$ cat src/rtl/snn_image_tx_if.sv
// snn_image_tx_if: control, pixel-memory and UART byte handshake signals of the image streamer.
// master = streamer side, slave = environment side (pixel RAM, UART, host control).
interface snn_image_tx_if #(
    parameter int unsigned ADDR_W = 10
) ();
    logic              start;
    logic              busy;
    logic              done;
    logic [ADDR_W-1:0] pix_addr;
    logic              pix_q;
    logic              tx_start;
    logic [7:0]        tx_data;
    logic              tx_rdy;
    logic              rx_rdy;
    logic [7:0]        rx_data;
    logic [3:0]        digit;
    logic              err;

    modport master (
        input  start, pix_q, tx_rdy, rx_rdy, rx_data,
        output busy, done, pix_addr, tx_start, tx_data, digit, err
    );

    modport slave (
        output start, pix_q, tx_rdy, rx_rdy, rx_data,
        input  busy, done, pix_addr, tx_start, tx_data, digit, err
    );
endinterface

$ cat src/rtl/snn_image_tx.sv
// snn_image_tx: streams a 1-bit image from a synchronous-read pixel memory as
// LSB-first packed bytes over a UART byte handshake, then captures the classifier's
// single result byte.
// Optional feature macro: SNN_RX_TIMEOUT_EN (result wait gives up after TIMEOUT_CYCLES).
module snn_image_tx #(
    parameter int unsigned NUM_PIXELS     = 784,
    parameter int unsigned ADDR_W         = 10,
    parameter int unsigned TIMEOUT_CYCLES = 1000000
) (
    input  logic           clk,
    input  logic           rst,
    snn_image_tx_if.master bus
);
    localparam int unsigned NUM_BYTES = NUM_PIXELS / 8;
    localparam int unsigned BCNT_W    = $clog2(NUM_BYTES + 1);
    localparam int unsigned FCNT_W    = 4;

    typedef enum logic [2:0] {
        IDLE, FETCH, SEND, WAIT_LO, WAIT_HI, RESULT, FIN
    } state_t;

    state_t            state;
    logic [BCNT_W-1:0] byte_cnt;
    logic [FCNT_W-1:0] fcnt;
    logic [7:0]        sr;
    logic              busy;
    logic              done;
    logic [ADDR_W-1:0] pix_addr;
    logic              tx_start;
    logic [7:0]        tx_data;
    logic [3:0]        digit;
    logic              err;

`ifdef SNN_RX_TIMEOUT_EN
    localparam int unsigned TMO_W = $clog2(TIMEOUT_CYCLES + 1);
    logic [TMO_W-1:0] tcnt;
`else
    logic unused_timeout_cfg;
    assign unused_timeout_cfg = |TIMEOUT_CYCLES;
`endif

    // Sequencer: fetch 8 pixels, send byte, wait for UART, repeat; then await result.
    always_ff @(posedge clk) begin
        if (rst) begin
            state    <= IDLE;
            busy     <= 1'b0;
            done     <= 1'b0;
            tx_start <= 1'b0;
            tx_data  <= 8'h00;
            pix_addr <= '0;
            digit    <= 4'h0;
            err      <= 1'b0;
            byte_cnt <= '0;
            fcnt     <= '0;
            sr       <= 8'h00;
`ifdef SNN_RX_TIMEOUT_EN
            tcnt     <= '0;
`endif
        end else begin
            done     <= 1'b0;
            tx_start <= 1'b0;
            case (state)
                IDLE: begin
                    if (bus.start) begin
                        byte_cnt <= '0;
                        pix_addr <= '0;
                        fcnt     <= '0;
                        busy     <= 1'b1;
                        state    <= FETCH;
                    end
                end
                FETCH: begin
                    // read data lags the address by one cycle, so capture runs cycles 1..8
                    if (fcnt != FCNT_W'(0)) begin
                        sr <= {bus.pix_q, sr[7:1]};
                    end
                    if (fcnt < FCNT_W'(7)) begin
                        pix_addr <= pix_addr + ADDR_W'(1);
                    end
                    if (fcnt == FCNT_W'(8)) begin
                        fcnt  <= '0;
                        state <= SEND;
                    end else begin
                        fcnt <= fcnt + FCNT_W'(1);
                    end
                end
                SEND: begin
                    if (bus.tx_rdy) begin
                        tx_start <= 1'b1;
                        tx_data  <= sr;
                        state    <= WAIT_LO;
                    end
                end
                WAIT_LO: begin
                    if (!bus.tx_rdy) begin
                        state <= WAIT_HI;
                    end
                end
                WAIT_HI: begin
                    if (bus.tx_rdy) begin
                        byte_cnt <= byte_cnt + BCNT_W'(1);
                        if (byte_cnt == BCNT_W'(NUM_BYTES - 1)) begin
                            state <= RESULT;
`ifdef SNN_RX_TIMEOUT_EN
                            tcnt  <= '0;
`endif
                        end else begin
                            // address stops at the last pixel; it only advances between bytes
                            pix_addr <= pix_addr + ADDR_W'(1);
                            state    <= FETCH;
                        end
                    end
                end
                RESULT: begin
                    if (bus.rx_rdy) begin
                        digit <= bus.rx_data[3:0];
                        err   <= (bus.rx_data > 8'd9);
                        done  <= 1'b1;
                        state <= FIN;
                    end
`ifdef SNN_RX_TIMEOUT_EN
                    else if (tcnt == TMO_W'(TIMEOUT_CYCLES - 1)) begin
                        digit <= 4'hF;
                        err   <= 1'b1;
                        done  <= 1'b1;
                        state <= FIN;
                    end else begin
                        tcnt <= tcnt + TMO_W'(1);
                    end
`endif
                end
                FIN: begin
                    busy  <= 1'b0;
                    state <= IDLE;
                end
                default: state <= IDLE;
            endcase
        end
    end

    assign bus.busy     = busy;
    assign bus.done     = done;
    assign bus.pix_addr = pix_addr;
    assign bus.tx_start = tx_start;
    assign bus.tx_data  = tx_data;
    assign bus.digit    = digit;
    assign bus.err      = err;
endmodule

$ cat src/flat_wrapper.sv
// flat-port wrapper written by rule: the top's interface ports become plain ports
module snn_image_tx_flat 
#(
    parameter int unsigned NUM_PIXELS     = 784,
    parameter int unsigned ADDR_W         = 10,
    parameter int unsigned TIMEOUT_CYCLES = 1000000
)
  (clk, rst, bus_start, bus_pix_q, bus_tx_rdy, bus_rx_rdy, bus_rx_data, bus_busy, bus_done, bus_pix_addr, bus_tx_start, bus_tx_data, bus_digit, bus_err);
  snn_image_tx_if #(.ADDR_W(ADDR_W)) bus_i ();
  input  logic clk;
  input  logic rst;
  input wire logic [$bits(bus_i.start)-1:0] bus_start;
  input wire logic [$bits(bus_i.pix_q)-1:0] bus_pix_q;
  input wire logic [$bits(bus_i.tx_rdy)-1:0] bus_tx_rdy;
  input wire logic [$bits(bus_i.rx_rdy)-1:0] bus_rx_rdy;
  input wire logic [$bits(bus_i.rx_data)-1:0] bus_rx_data;
  output wire logic [$bits(bus_i.busy)-1:0] bus_busy;
  output wire logic [$bits(bus_i.done)-1:0] bus_done;
  output wire logic [$bits(bus_i.pix_addr)-1:0] bus_pix_addr;
  output wire logic [$bits(bus_i.tx_start)-1:0] bus_tx_start;
  output wire logic [$bits(bus_i.tx_data)-1:0] bus_tx_data;
  output wire logic [$bits(bus_i.digit)-1:0] bus_digit;
  output wire logic [$bits(bus_i.err)-1:0] bus_err;
  assign bus_i.start = bus_start;
  assign bus_i.pix_q = bus_pix_q;
  assign bus_i.tx_rdy = bus_tx_rdy;
  assign bus_i.rx_rdy = bus_rx_rdy;
  assign bus_i.rx_data = bus_rx_data;
  assign bus_busy = bus_i.busy;
  assign bus_done = bus_i.done;
  assign bus_pix_addr = bus_i.pix_addr;
  assign bus_tx_start = bus_i.tx_start;
  assign bus_tx_data = bus_i.tx_data;
  assign bus_digit = bus_i.digit;
  assign bus_err = bus_i.err;
  snn_image_tx #(.NUM_PIXELS(NUM_PIXELS), .ADDR_W(ADDR_W), .TIMEOUT_CYCLES(TIMEOUT_CYCLES)) u_core (.clk(clk), .rst(rst), .bus(bus_i));
endmodule
$ cat config.mk
export PLATFORM = sky130hd
export DESIGN_NAME = snn_image_tx_flat
export DESIGN_NICKNAME = d
export VERILOG_FILES = /design/src/rtl/snn_image_tx_if.sv /design/src/rtl/snn_image_tx.sv /design/src/flat_wrapper.sv
export SDC_FILE = /design/constraint.sdc
export NUM_CORES = 1
export LEC_CHECK = 0
export ABC_AREA = 0
export BUFFER_PORTS_ARGS = -buffer_cell sky130_fd_sc_hd__buf_2
export CORE_MARGIN = 3
export CORE_UTILIZATION = 38
export DETAILED_ROUTE_END_ITERATION = 12
export GPL_ROUTABILITY_DRIVEN = 0
export SYNTH_ARGS = -nofsm -noshare
export SYNTH_HDL_FRONTEND = slang
export SYNTH_SLANG_ARGS = --single-unit
export TNS_END_PERCENT = 20
$ cat constraint.sdc
create_clock -name clk -period 2 [get_ports clk]
set_input_delay 0.2 -clock clk [delete_from_list [all_inputs] [get_ports clk]]
set_output_delay 0.2 -clock clk [all_outputs]
set_load 0.02 [all_outputs]
==> flow_summary.toml, run 1 <==
[power]
power.leakage_nw = 1.04
share_comb_of_total_power = 0.129
p_sw_mw = 0.520
p_seq_frac = 0.504
p_int_mw = 1.45
power.density_nw_per_um2 = 753
peakVddDrop_mv = 0.500
clkPwrFrac = 0.368
p_sw_frac = 0.265

[timing]
max_freq_mhz = 547
setup_viol = 0
finalCritPeriodShare = 0.913
tns_ps = 0
fin_crit_ps = 1830
rsz0062_at_grt = "no"
finalHoldViolations = 0
worstMarginPinSlew_ps = 725
slew_headroom = 0.516
finClkSkew_ps = 9.39
slew_viol_final = 0

[yosys]
synth_cells = 264
synthesis.nets = 283
synth_largest_area_cell = "dfxtp_1"
yosys_warnings = 0
syn_area_sq_um = 2220
ys_types = 42
netlist_top_cells_area = "dfxtp_1, a21oi_1, mux2i_1"
seq_area_frac_synth = 0.433
postSynthAreaPerCell_sq_um = 8.41
synth_seq_cells = 48
yosysTopAreaCellShare = 0.433

[worst_setup_path]
worstPathArrival_ps = 2060
crit_path_frequent_cell = "a21oi_1"
critPathSlowestCell = "or4bb_1"
start_kind = "flip-flop"
critical_path_required_ps = 2230
cp_top_family = "simple AND/OR/NAND/NOR gates"
crit_start = "u_core.fcnt[0]"
critPathKind = "flip-flop to flip-flop"
crit_buf_inv = 1
crit_chain = "ha_1 -> a21oi_1 -> mux2_2 -> a32oi_1 -> buf_4 -> or4bb_1 -> a21oi_1"
cp_max_fo = 5
slowest_delay_ps = 490
r2r_start = "u_core.fcnt[0]"
cp-end-kind = "flip-flop"

[detailed_routing]
drcViolationCount = 0
dr.first_iter.drc_count = 71
via_count = 1897
wl_per_cell_um = 11.7
first_pass_iters = 4
drtAntennaViolNets = 0
routed_via_density = 5.03
wl_mm = 4.41

[placement]
placed_cell_area_sq_um = 2500
portBuffers = 39
dp_hpwl_mm = 3.18

[global_routing]
grt_usage = 0.140
grt_max_degree = 43
grt_pass1_wl_mm = 7.38
grt_pass1_vias = 1649
grt_remaining_overflow = 0
antenna_found_initial = 0

[layout]
finalInstanceArea_sq_um = 2610
layout-drive-gt1-share = 0.200
fin_nets = 323
fillCellCount = 561
syn2layout_area_growth_pct = 17.6
antenna_cells = 0
utilization = 0.468

[clock_network]
cts_setup_buffers = 0
cts_sinks = 48
cts-hold-fix-buffers = 0
cts_root_buffer = "clkbuf_8"
cts_buffers = 5
clk_pin_slew_ps = 100
postCtsResizedCells = 0
cts_tree = "done"
clockBufferDepth = 2
clock_latency_ps = 300
htreeDepth = 2

[floorplan]
fp.dieH_um = 82.5
dieWidth_um = 82.5
ioPinCount = 40
start_util = 0.398
coreArea_sq_um = 5570
dieArea_sq_um = 6800
fp-row-count = 27

[worst_hold_path]
min_from = "bus_rx_data[0]"
hold_path_class = "primary input to flip-flop"

[outcome]
outcome = "finished, final reports clean"

[flow_run]
max-cap-violations = 0
registers in the layout, indices dropped and copies added (netlist names):
register	flops
u_core.bus.pix_addr	10
u_core.bus.tx_data	8
u_core.sr	8
u_core.byte_cnt	7
u_core.bus.digit	4
u_core.fcnt	4
u_core.state	3
u_core.bus.busy	1
u_core.bus.done	1
u_core.bus.err	1
u_core.bus.tx_start	1
cells in the final DEF, fill, tap and decap left out, drive strengths merged, types with 4 or more instances in the layout:
| cell | count |
|---|---|
| a21oi | 29 |
| buf | 47 |
| clkbuf | 5 |
| dfxtp | 48 |
| ha | 5 |
| inv | 15 |
| mux2i | 13 |
| nand2 | 27 |
| nand3 | 8 |
| nand4 | 4 |
| nor2 | 35 |
| nor2b | 4 |
| nor3 | 4 |
| o21ai | 7 |
| o32ai | 7 |
| or3 | 8 |
| xor2 | 5 |
power groups by stage:
stage | logic [mW] | clock network [mW] | registers, mW
floorplan | 0.184 | 0 | 1.01
global placement | 0.253 | 0 | 1.01
detailed placement | 0.252 | 0 | 1.01
CTS | 0.253 | 0.744 | 0.991
global route | 0.289 | 0.776 | 0.994
finish | 0.253 | 0.723 | 0.990
worst paths after layout:
check	endpoint	slack [ps]	cells after the start
worst max-delay path	u_core.bus.pix_addr[2]	170	7
worst min-delay path	u_core.bus.digit[0]	130	3
worst min register to register	u_core.bus.tx_data[5]	460	2
worst max register to register	u_core.bus.pix_addr[2]	170	7
area by class of cell:
type,instances,area [sq um],area share
Clock buffer,5,68.8,0.0264
Inverter,14,52.6,0.0201
Multi-Input combinational cell,188,1140,0.436
Sequential cell,48,961,0.368
Timing Repair Buffer,47,255,0.0977
Tap cell,72,90.1,0.0345
Clock inverter,3,46.3,0.0177
per-layer routing:
layer | GRT usage | vias to the layer above | wire (um)
met5 | 0 | - | 0
met4 | 0.0548 | 0 | 61
met3 | 0.0358 | 4 | 258
met2 | 0.220 | 45 | 1970
met1 | 0.183 | 856 | 2120
li1 | - | 992 | -
cells in the mapped netlist (all sizes together):
cell type  number
a32oi           1
o31ai           1
o21bai          1
o32ai           7
and2            1
clkbuf          7
xnor2           1
buf             7
nor2b           4
mux2i          13
or2             2
or4bb           1
xor2            5
or3             8
nand2b          3
mux2            2
and4            1
o221ai          1
nor3            4
a211oi          3
nor2           35
o22ai           1
and3            2
dfxtp          48
nand3           8
nand4           4
a22oi           3
nor4            1
inv            14
o21ai           7
a21o            3
nand2          27
a21oi          29
ha              5
nor4b           1
nand3b          2
or3b            1
logic make-up after synthesis:
group,count (synthesis),synth area share
simple gates,105,0.230
compound gates,57,0.162
flops,48,0.433
buf+inv,28,0.0552
mux,15,0.0687
xor+xnor,6,0.0237
fa+ha+maj,5,0.0282
through the flow:
stage	hold slack (ps)	total power [mW]	setup slack (ps)	cells
6_report	125	1.97	173	377
4_1_cts	120	1.99	151	377
3_3_place_gp	433	1.27	215	369
3_5_place_dp	446	1.26	175	369
2_1_floorplan	344	1.19	175	264
5_1_grt	125	2.06	19.8	377
tightest hold or removal path, cell delays in order:
cell and delay, ps:
buf_2 70, mux2i_1 50, nor2_1 70
Power figures use the tool's default switching activity.
==> run 2, diff against run 1 <==
--- a/config.mk
+++ b/config.mk
@@ -8,9 +8,10 @@
 export ABC_AREA = 0
 export BUFFER_PORTS_ARGS = -buffer_cell sky130_fd_sc_hd__buf_2
 export CORE_MARGIN = 3
-export CORE_UTILIZATION = 38
+export CORE_UTILIZATION = 45
 export DETAILED_ROUTE_END_ITERATION = 12
 export GPL_ROUTABILITY_DRIVEN = 0
+export PLACE_DENSITY = 0.67
 export SYNTH_ARGS = -nofsm -noshare
 export SYNTH_HDL_FRONTEND = slang
 export SYNTH_SLANG_ARGS = --single-unit
==> run 2 against run 1 <==
Against the previous run:
- largest cell class unchanged
- clock power down 1%
- first-iteration DRC count up 52%
- highest routed layer unchanged
- via count up 0.58%
==> flow_summary.toml, run 2 (synthesis gave the netlist of run 1 again) <==
[outcome]
outcome = "finished, final reports clean"

[global_routing]
grt_max_degree = 40
grt_remaining_overflow = 0
grt_pass1_vias = 1775
antenna_found_initial = 0
grt_usage = 0.155
grt_pass1_wl_mm = 7.64

[worst_setup_path]
crit_start = "u_core.fcnt[1]"
crit_buf_inv = 0
rrSetupSlack_ps = 140
cp-end-kind = "flip-flop"
reg2reg_to = "u_core.bus.pix_addr[8]"
endpoint = "u_core.bus.pix_addr[8]"
cp_max_fo = 8
r2r_start = "u_core.fcnt[1]"
start_kind = "flip-flop"
reg2reg_depth = 6
critical_path_required_ps = 2170
cp.depth = 6
critPathSlowestCell = "dfxtp_1"
worstPathArrival_ps = 2030
slowest_delay_ps = 380
crit_chain = "ha_1 -> a21oi_1 -> mux2_2 -> a32oi_1 -> nand2b_1 -> o32ai_1"
critPathKind = "flip-flop to flip-flop"
cp_top_family = "compound AO/OA/AOI/OAI gates"

[power]
p_int_mw = 1.46
p_sw_mw = 0.515
clkPwrFrac = 0.364
totalPowerFinal_mw = 1.97
p_sw_frac = 0.261
power.density_nw_per_um2 = 748
peakVddDrop_mv = 0.482
share_comb_of_total_power = 0.136
power.leakage_nw = 1.06
p_seq_frac = 0.501

[timing]
setup_viol = 0
slew_headroom = 0.562
tns_ps = 0
fin_crit_ps = 1860
worstMarginPinSlew_ps = 657
holdWs_ps = 123
finalCritPeriodShare = 0.928
finClkSkew_ps = 10.8
slew_viol_final = 0
finalHoldViolations = 0
rsz0062_at_grt = "no"
setup_slack_ps = 144
max_freq_mhz = 539

[clock_network]
cts_tree = "done"
cts_sinks = 48
cts_buffers = 5
cts-hold-fix-buffers = 0
clock_latency_ps = 310
cts_setup_buffers = 0
postCtsResizedCells = 0
clockBufferDepth = 2
cts_root_buffer = "clkbuf_8"
htreeDepth = 2
clk_pin_slew_ps = 100

[layout]
reg_top3 = "u_core.bus.pix_addr (10), u_core.bus.tx_data (8), u_core.sr (8)"
multiInputGateArea_sq_um = 1140
largest_register_ff_count = 10
utilization = 0.577
final_common_cell = "dfxtp_1"
fin_nets = 325
fillCellCount = 430
finalInstanceArea_sq_um = 2630
layout-drive-gt1-share = 0.208
regArea_sq_um = 962
syn2layout_area_growth_pct = 18.5
final_cell_mix = "dfxtp_1, buf_2, nor2_1"
regMostFlops = "u_core.bus.pix_addr"
final_cells = 372
antenna_cells = 0

[placement]
portBuffers = 39
dp_cells = 364
dp_hpwl_mm = 3.07
pre_cts_slack_ps = 154
placed_cell_area_sq_um = 2510

[floorplan]
dieWidth_um = 76.3
dieArea_sq_um = 5810
start_util = 0.487
fp-row-count = 24
fp.dieH_um = 76.3
ioPinCount = 40
coreArea_sq_um = 4560

[flow_run]
max-cap-violations = 0

[detailed_routing]
dr.first_iter.drc_count = 108
drcViolationCount = 0
routed_via_density = 5.13
via_count = 1908
first_pass_iters = 4
drtAntennaViolNets = 0
wl_mm = 4.36
wl_per_cell_um = 11.7

[worst_hold_path]
hold_path_class = "primary input to flip-flop"
==> run 2: changes by cell type in the layout (fill, tap and decap cells not counted), sizes merged <==
cell	previous run	this run
clkinv	0	2
inv	15	14
clkinvlp	1	0
buf	47	49
==> run 2: area by class of cell <==
type / instances / share of cell area
Sequential cell: 48 / 0.365
Timing Repair Buffer: 49 / 0.107
Inverter: 14 / 0.0200
Multi-Input combinational cell: 188 / 0.432
Clock buffer: 5 / 0.0261
Clock inverter: 3 / 0.0181
Tap cell: 65 / 0.0309
==> run 2: power by group through the flow <==
stage / clock (mW) / sequential, mW / combinational, mW
6_report: 0.716 / 0.987 / 0.267
5_1_grt: 0.777 / 0.989 / 0.302
4_1_cts: 0.744 / 0.986 / 0.268
3_5_place_dp: 0 / 1.01 / 0.268
3_3_place_gp: 0 / 1.01 / 0.266
2_1_floorplan: 0 / 1.01 / 0.184
==> run 2: routing by layer <==
metal,part of all wire,routed length (um),vias up,GRT usage
met2,0.45,1970,44,0.259
met4,0.0048,21,0,0.0562
met1,0.48,2100,863,0.190
met5,0,0,-,0
li1,-,-,999,-
met3,0.061,267,2,0.0437
==> run 2: worst min path at each step <==
| stage | start | endpoint | slack [ps] | cells after the start |
|---|---|---|---|---|
| final | bus_pix_q | u_core.sr[7] | 120 | 3 |
| after global placement | bus_pix_q | u_core.sr[7] | 430 | 3 |
| after detailed placement | u_core.sr[0] | u_core.bus.tx_data[0] | 440 | 2 |
| after global routing | bus_pix_q | u_core.sr[7] | 120 | 3 |
| after floorplan | bus_rx_data[0] | u_core.bus.digit[0] | 340 | 2 |
| after CTS | bus_pix_q | u_core.sr[7] | 120 | 3 |
==> run 2: worst register-to-register path: cells and delay by family (launching register included) <==
family,cells,cell delay [ps]
compound gates,3,520
flops,1,380
mux,1,260
simple gates,1,360
fa+ha+maj,1,210
